[src/rtl/game_ctrl_pkg.sv]
// Shared types for the snake game sequencer: game state encoding.
// Pure declarations; no logic, no latency.
package game_ctrl_pkg;

  typedef enum logic [1:0] {
    ST_IDLE  = 2'd0,
    ST_RUN   = 2'd1,
    ST_PAUSE = 2'd2,
    ST_OVER  = 2'd3
  } state_e;

endpackage

[src/rtl/game_ctrl_step_divider.sv]
// Divides base ticks into step pulses of 'period' ticks; tick -> step 1 cycle.
// No backpressure: ticks are counted only while en is high, clear wins over en.
module game_ctrl_step_divider #(
  parameter int PERIOD_W = 4
) (
  input  logic                clk,
  input  logic                rst_n,
  input  logic                en,
  input  logic                clear,
  input  logic                tick,
  input  logic [PERIOD_W-1:0] period,
  output logic                step
);

  logic [PERIOD_W-1:0] tick_cnt_q, tick_cnt_d;
  logic                step_q, step_d;

  always_comb begin
    tick_cnt_d = tick_cnt_q;
    step_d     = 1'b0;
    if (clear) begin
      tick_cnt_d = '0;
    end else if (en && tick) begin
      // >= so a period that just shrank below the running count steps on the next tick
      if (tick_cnt_q >= period - PERIOD_W'(1)) begin
        tick_cnt_d = '0;
        step_d     = 1'b1;
      end else begin
        tick_cnt_d = tick_cnt_q + PERIOD_W'(1);
      end
    end
  end

  always_ff @(posedge clk or negedge rst_n) begin
    if (!rst_n) begin
      tick_cnt_q <= '0;
      step_q     <= 1'b0;
    end else begin
      tick_cnt_q <= tick_cnt_d;
      step_q     <= step_d;
    end
  end

  assign step = step_q;

endmodule

[src/rtl/game_ctrl.sv]
// Snake game sequencer: state machine, step pacing, score and session high score.
// All outputs registered; every event reacts 1 cycle later. No backpressure.
module game_ctrl
  import game_ctrl_pkg::*;
#(
  parameter int PERIOD_W      = 4,
  parameter int SPEED_INIT    = 8,
  parameter int SPEED_MIN     = 2,
  parameter int SPEEDUP_EVERY = 4,
  parameter int SCORE_W       = 10
) (
  input  logic                clk,
  input  logic                rst_n,
  input  logic                tick,
  input  logic                start,
  input  logic                pause,
  input  logic                collision,
  input  logic                food_eaten,
  output logic                field_init,
  output logic                step,
  output logic [1:0]          state,
  output logic [PERIOD_W-1:0] period,
  output logic [SCORE_W-1:0]  score,
  output logic [SCORE_W-1:0]  hi_score
);

  localparam int EAT_W = (SPEEDUP_EVERY > 1) ? $clog2(SPEEDUP_EVERY) : 1;

  state_e              state_q, state_d;
  logic                field_init_q, field_init_d;
  logic [PERIOD_W-1:0] period_q, period_d;
  logic [SCORE_W-1:0]  score_q, score_d;
  logic [SCORE_W-1:0]  hi_score_q, hi_score_d;
  logic [EAT_W-1:0]    eat_cnt_q, eat_cnt_d;
  logic                div_en, div_clear;

  always_comb begin
    state_d      = state_q;
    field_init_d = 1'b0;
    period_d     = period_q;
    score_d      = score_q;
    hi_score_d   = hi_score_q;
    eat_cnt_d    = eat_cnt_q;
    div_en       = 1'b0;
    div_clear    = 1'b0;
    if (start) begin
      state_d      = ST_RUN;
      field_init_d = 1'b1;
      period_d     = PERIOD_W'(SPEED_INIT);
      score_d      = '0;
      eat_cnt_d    = '0;
      div_clear    = 1'b1;
    end else begin
      case (state_q)
        ST_RUN: begin
          if (collision) begin
            state_d = ST_OVER;
            if (score_q > hi_score_q) hi_score_d = score_q;
          end else if (pause) begin
            state_d = ST_PAUSE;
          end else begin
            div_en = 1'b1;
            if (food_eaten) begin
              if (score_q != '1) score_d = score_q + SCORE_W'(1);
              if (eat_cnt_q == EAT_W'(SPEEDUP_EVERY - 1)) begin
                eat_cnt_d = '0;
                if (period_q > PERIOD_W'(SPEED_MIN)) period_d = period_q - PERIOD_W'(1);
              end else begin
                eat_cnt_d = eat_cnt_q + EAT_W'(1);
              end
            end
          end
        end
        ST_PAUSE: if (pause) state_d = ST_RUN;
        default: ;
      endcase
    end
  end

  always_ff @(posedge clk or negedge rst_n) begin
    if (!rst_n) begin
      state_q      <= ST_IDLE;
      field_init_q <= 1'b0;
      period_q     <= PERIOD_W'(SPEED_INIT);
      score_q      <= '0;
      hi_score_q   <= '0;
      eat_cnt_q    <= '0;
    end else begin
      state_q      <= state_d;
      field_init_q <= field_init_d;
      period_q     <= period_d;
      score_q      <= score_d;
      hi_score_q   <= hi_score_d;
      eat_cnt_q    <= eat_cnt_d;
    end
  end

  game_ctrl_step_divider #(.PERIOD_W(PERIOD_W)) u_step_divider (
    .clk   (clk),
    .rst_n (rst_n),
    .en    (div_en),
    .clear (div_clear),
    .tick  (tick),
    .period(period_q),
    .step  (step)
  );

  assign field_init = field_init_q;
  assign state      = state_q;
  assign period     = period_q;
  assign score      = score_q;
  assign hi_score   = hi_score_q;

endmodule

[config.mk]
export PLATFORM = sky130hd
export DESIGN_NAME = game_ctrl
export DESIGN_NICKNAME = d
export VERILOG_FILES = /design/src/rtl/game_ctrl_pkg.sv /design/src/rtl/game_ctrl_step_divider.sv /design/src/rtl/game_ctrl.sv
export SDC_FILE = /design/constraint.sdc
export NUM_CORES = 1
export LEC_CHECK = 0
export ABC_CLOCK_PERIOD_IN_PS = 1950
export BUFFER_PORTS_ARGS = -buffer_cell sky130_fd_sc_hd__buf_2
export CORE_ASPECT_RATIO = 1.2
export CORE_MARGIN = 2
export CORE_UTILIZATION = 51
export DETAILED_ROUTE_END_ITERATION = 8
export PLACE_DENSITY_LB_ADDON = 0.1
export REMOVE_ABC_BUFFERS = 1
export SLEW_MARGIN = 20
export SYNTH_ARGS = -nofsm -noshare
export SYNTH_HDL_FRONTEND = slang
export SYNTH_SLANG_ARGS = --single-unit
[constraint.sdc]
create_clock -name clk -period 1.95 [get_ports clk]
set_input_delay 0.195 -clock clk [delete_from_list [all_inputs] [get_ports clk]]
set_output_delay 0.195 -clock clk [all_outputs]
set_load 0.03 [all_outputs]
==> reports/summary.txt <==
Share of synthesized area occupied by flip-flops and latches: 38.30%
Synthesized-area fraction occupied by and/or/nand/nor cells: 22.83%
Overall via count from detail_route: 2,086
Grt met3 use: 5.465%
Cts bufs inserted: 5
Via count of the first global-routing pass: 2,072
Worst Hold Slack: -0.02589 ns
Placed cells: 358
Starting density of the core: 52.60%
Post-synth top area share: 37.12%
DRC errors left: 0
Worst-path clk slew: 0.07 ns
Crit path capture type: flop
Global routing's busiest layer: met2
CTS tree: done
Static Leakage: 1.385 nW
Number of buffers on the longest clock path: 2
Flops & latches, synth: 34
Global-route track usage on met1: 32.12%
Via density per instance: 5.623
Areal power density over the cells: 523.8 nW/um^2
Wire length per cell after detailed routing: 15.42 um
Critical path startpoint category: flop
Core Util, Final: 65.80%
Crit path required time: 2.16 ns
Final standard cell count with taps included and fillers excluded: 371
Final antenna diode count: 0
Residual antenna-violating net count after detailed routing: 0
Post-synthesis adder-cell area fraction: 10.69%
Largest net degree at the start of global routing: 35
TritonRoute pass-1 iters: 4
Worst hold path type: input port to asynchronous set/reset pin
Met2 Resource Use GR: 43.54%
Overall routed net length: 5720 um
Worst-margin pin slew: 0.7741 ns
Maximum achievable frequency: 543.9 MHz
Routability Congestion: 0.8612
Clock insertion delay at the later pin of the skew report: 0.29 ns
Cell Rows: 26
Chip height: 76.35 um
Die outline width: 64.29 um
Share of layout cells above drive strength 1: 27.30%
Antenna violations before repair: 0
Status: finished, violations left
Worst ir drop on vdd: 0.0002651 V
Async set-reset flop share out of synthesis: 100.0%
Post-synthesis instance area: 2225 sq um
Largest family of logic cells by synthesized area: simple AND/OR/NAND/NOR gates
Final HPWL from detailed placement: 4146 um
Violated checks: hold timing
GRT Total Usage: 25.76%
Final number of hold-violating endpoints: 33
Number of flops mapped to enable cells by yosys: 0
Critical Setup Path Class: flop to flop
Count of pins on the block boundary: 35
Reported max-cap violation count: 0
Critical path fanouts, max: 4
Rel. slew slack: 48.39%
Portion of netlist area occupied by mux cells: 0.9561%
Max-slew violation total from the final report: 0
TritonCTS sink count: 34
Number of distinct library cells after synthesis: 43
Share of the clock period used by the worst path after layout: 94.28%
Post-synthesis share of cell area spent on xor and xnor gates: 1.181%
DIE AREA: 4909 sq um
Average footprint of a synthesized cell: 8.828 sq um
Core footprint: 4229 sq um
Number of nets in the layout: 340
Number of DRC violations after detailed-routing iteration 0: 117
Arrival time worst endpoint: 2.05 ns
Layout overhead on the synthesized area: 25.08%
FILL cells: 380
Gr ovfl total: 0
Post-synthesis cell count: 252
Clock period minus final worst setup slack: 1.838 ns
Worst Clk Skew: 0.004177 ns
Ys Warns: 0
CTS Root Buffer Type: sky130_fd_sc_hd__clkbuf_8
First-pass GRT wire length: 9846 um
Worst r2r path cells: 7
Hold buffer count at CTS: 0
Leading area contributor after synthesis: sky130_fd_sc_hd__dfrtp_1
CTS HTree Levels: 2
Area fraction in compound gates after synthesis: 21.03%
Number of buffers added on ports: 34
Prevailing post-synth register cell: sky130_fd_sc_hd__dfrtp_1
R2R setup slack: 0.11 ns
Ranking of synthesized cells by area: sky130_fd_sc_hd__dfrtp_1 37%, sky130_fd_sc_hd__ha_1 11%, sky130_fd_sc_hd__nand2_1 6.7%
Setup-failing EPs final: 0
## area by class of cell
class	count	area, sq um	share of cell area, %
Multi-Input combinational cell	189	1282	46.09
Sequential cell	34	853.3	30.67
Timing Repair Buffer	66	417.9	15.02
Clock buffer	7	86.33	3.103
Tap cell	56	70.07	2.518
Inverter	18	67.56	2.428
Clock inverter	1	5.005	0.1799
## cells by family after synthesis
family,count (synthesis)
AOI/OAI and AO/OA,63
buffers and inverters,29
adders and majority gates,19
xor gates and xnor gates,3
and+or+nand+nor,102
muxes,2
DFF,34
## cell usage after synthesis, types with 3 or more instances
library cell                 n
sky130_fd_sc_hd__nand2_1    40
sky130_fd_sc_hd__dfrtp_1    33
sky130_fd_sc_hd__ha_1       19
sky130_fd_sc_hd__inv_1      18
sky130_fd_sc_hd__nor2_1     15
sky130_fd_sc_hd__o211ai_1   15
sky130_fd_sc_hd__a21oi_1    11
sky130_fd_sc_hd__nand3_1    11
sky130_fd_sc_hd__o2111ai_1  11
sky130_fd_sc_hd__clkbuf_1    8
sky130_fd_sc_hd__o21ai_0     7
sky130_fd_sc_hd__nand2b_1    5
sky130_fd_sc_hd__nor2b_1     5
sky130_fd_sc_hd__or3_1       5
sky130_fd_sc_hd__nand4_1     4
sky130_fd_sc_hd__nor4_1      3
sky130_fd_sc_hd__or2_2       3
sky130_fd_sc_hd__or4_1       3
sky130_fd_sc_hd__xnor2_1     3
## layer usage
| metal | routed length [um] | up-vias |
|---|---|---|
| li1 | - | 1047 |
| met1 | 2539 | 983 |
| met2 | 2849 | 48 |
| met3 | 240 | 8 |
| met4 | 91 | 0 |
| met5 | 0 | - |
## per-stage QoR
stage	TNS [ns]	power, mW	hold slack (ns)	instance area, sq um	setup slack, ns
CTS	0	1.466	0.008370	2715	0.03177
detailed placement	0	0.9234	0.3205	2624	0.05337
global route	-0.006449	1.531	0.04985	2783	-0.006449
global placement	0	0.9188	0.3149	2624	0.1063
finish	0	1.458	-0.02589	2783	0.1116
floorplan	-9.800	0.8316	-0.1006	2181	-0.8470
## final timing paths
kind                             start            to
hold reg to reg              period[3]     period[3]
hold / removal                   rst_n     period[2]
setup reg to reg           hi_score[7]   hi_score[2]
min in group clk            food_eaten  eat_cnt_q[1]
max in group asynchronous        rst_n      score[0]
setup / recovery           hi_score[7]   hi_score[2]
## placed cells by master (no fill, tap or decap), types with 2 or more instances in the layout
master,instances
sky130_fd_sc_hd__buf_2,34
sky130_fd_sc_hd__nand2_1,40
sky130_fd_sc_hd__and2_1,2
sky130_fd_sc_hd__or3_1,5
sky130_fd_sc_hd__buf_4,30
sky130_fd_sc_hd__clkbuf_8,6
sky130_fd_sc_hd__dfrtp_1,32
sky130_fd_sc_hd__or2_2,3
sky130_fd_sc_hd__nand4_1,4
sky130_fd_sc_hd__a21oi_1,11
sky130_fd_sc_hd__or4_1,3
sky130_fd_sc_hd__o211ai_1,15
sky130_fd_sc_hd__inv_1,17
sky130_fd_sc_hd__o221ai_1,2
sky130_fd_sc_hd__o31ai_1,2
sky130_fd_sc_hd__buf_6,2
sky130_fd_sc_hd__o21a_1,2
sky130_fd_sc_hd__xnor2_1,3
sky130_fd_sc_hd__o21ai_0,7
sky130_fd_sc_hd__o2111ai_1,11
sky130_fd_sc_hd__a211o_1,2
sky130_fd_sc_hd__nor2b_1,5
sky130_fd_sc_hd__nor2_1,15
sky130_fd_sc_hd__nor4_1,3
sky130_fd_sc_hd__nand2b_1,5
sky130_fd_sc_hd__ha_1,18
sky130_fd_sc_hd__nand3_1,11
sky130_fd_sc_hd__nor3_1,2
sky130_fd_sc_hd__o311a_1,2
## worst max-delay path, stage by stage (launching register included)
cell and delay [ns]:
sky130_fd_sc_hd__dfrtp_1 0.38, sky130_fd_sc_hd__inv_1 0.07, sky130_fd_sc_hd__ha_1 0.30, sky130_fd_sc_hd__nand4_1 0.20, sky130_fd_sc_hd__a211o_1 0.30, sky130_fd_sc_hd__o2111a_2 0.19, sky130_fd_sc_hd__buf_4 0.15, sky130_fd_sc_hd__o211ai_1 0.17
## sequential cells by signal (all words and copies together), names as in the netlist
register / count
eat_cnt_q: 2
field_init: 1
hi_score: 10
period: 4
score: 10
state: 2
u_step_divider.step: 1
u_step_divider.tick_cnt_q: 4
## power breakdown
| part | total [mW] | internal [mW] | switching, mW |
|---|---|---|---|
| logic | 0.172 | 0.0583 | 0.114 |
| registers | 0.738 | 0.719 | 0.0189 |
| clock network | 0.547 | 0.285 | 0.262 |
## repair_timing
action | CTS | global route
resized for setup | 0 | 8
setup endpoints to repair | 0 | 14
buffers inserted | 0 | 5
No activity file was read; power rests on OpenSTA's default activity.
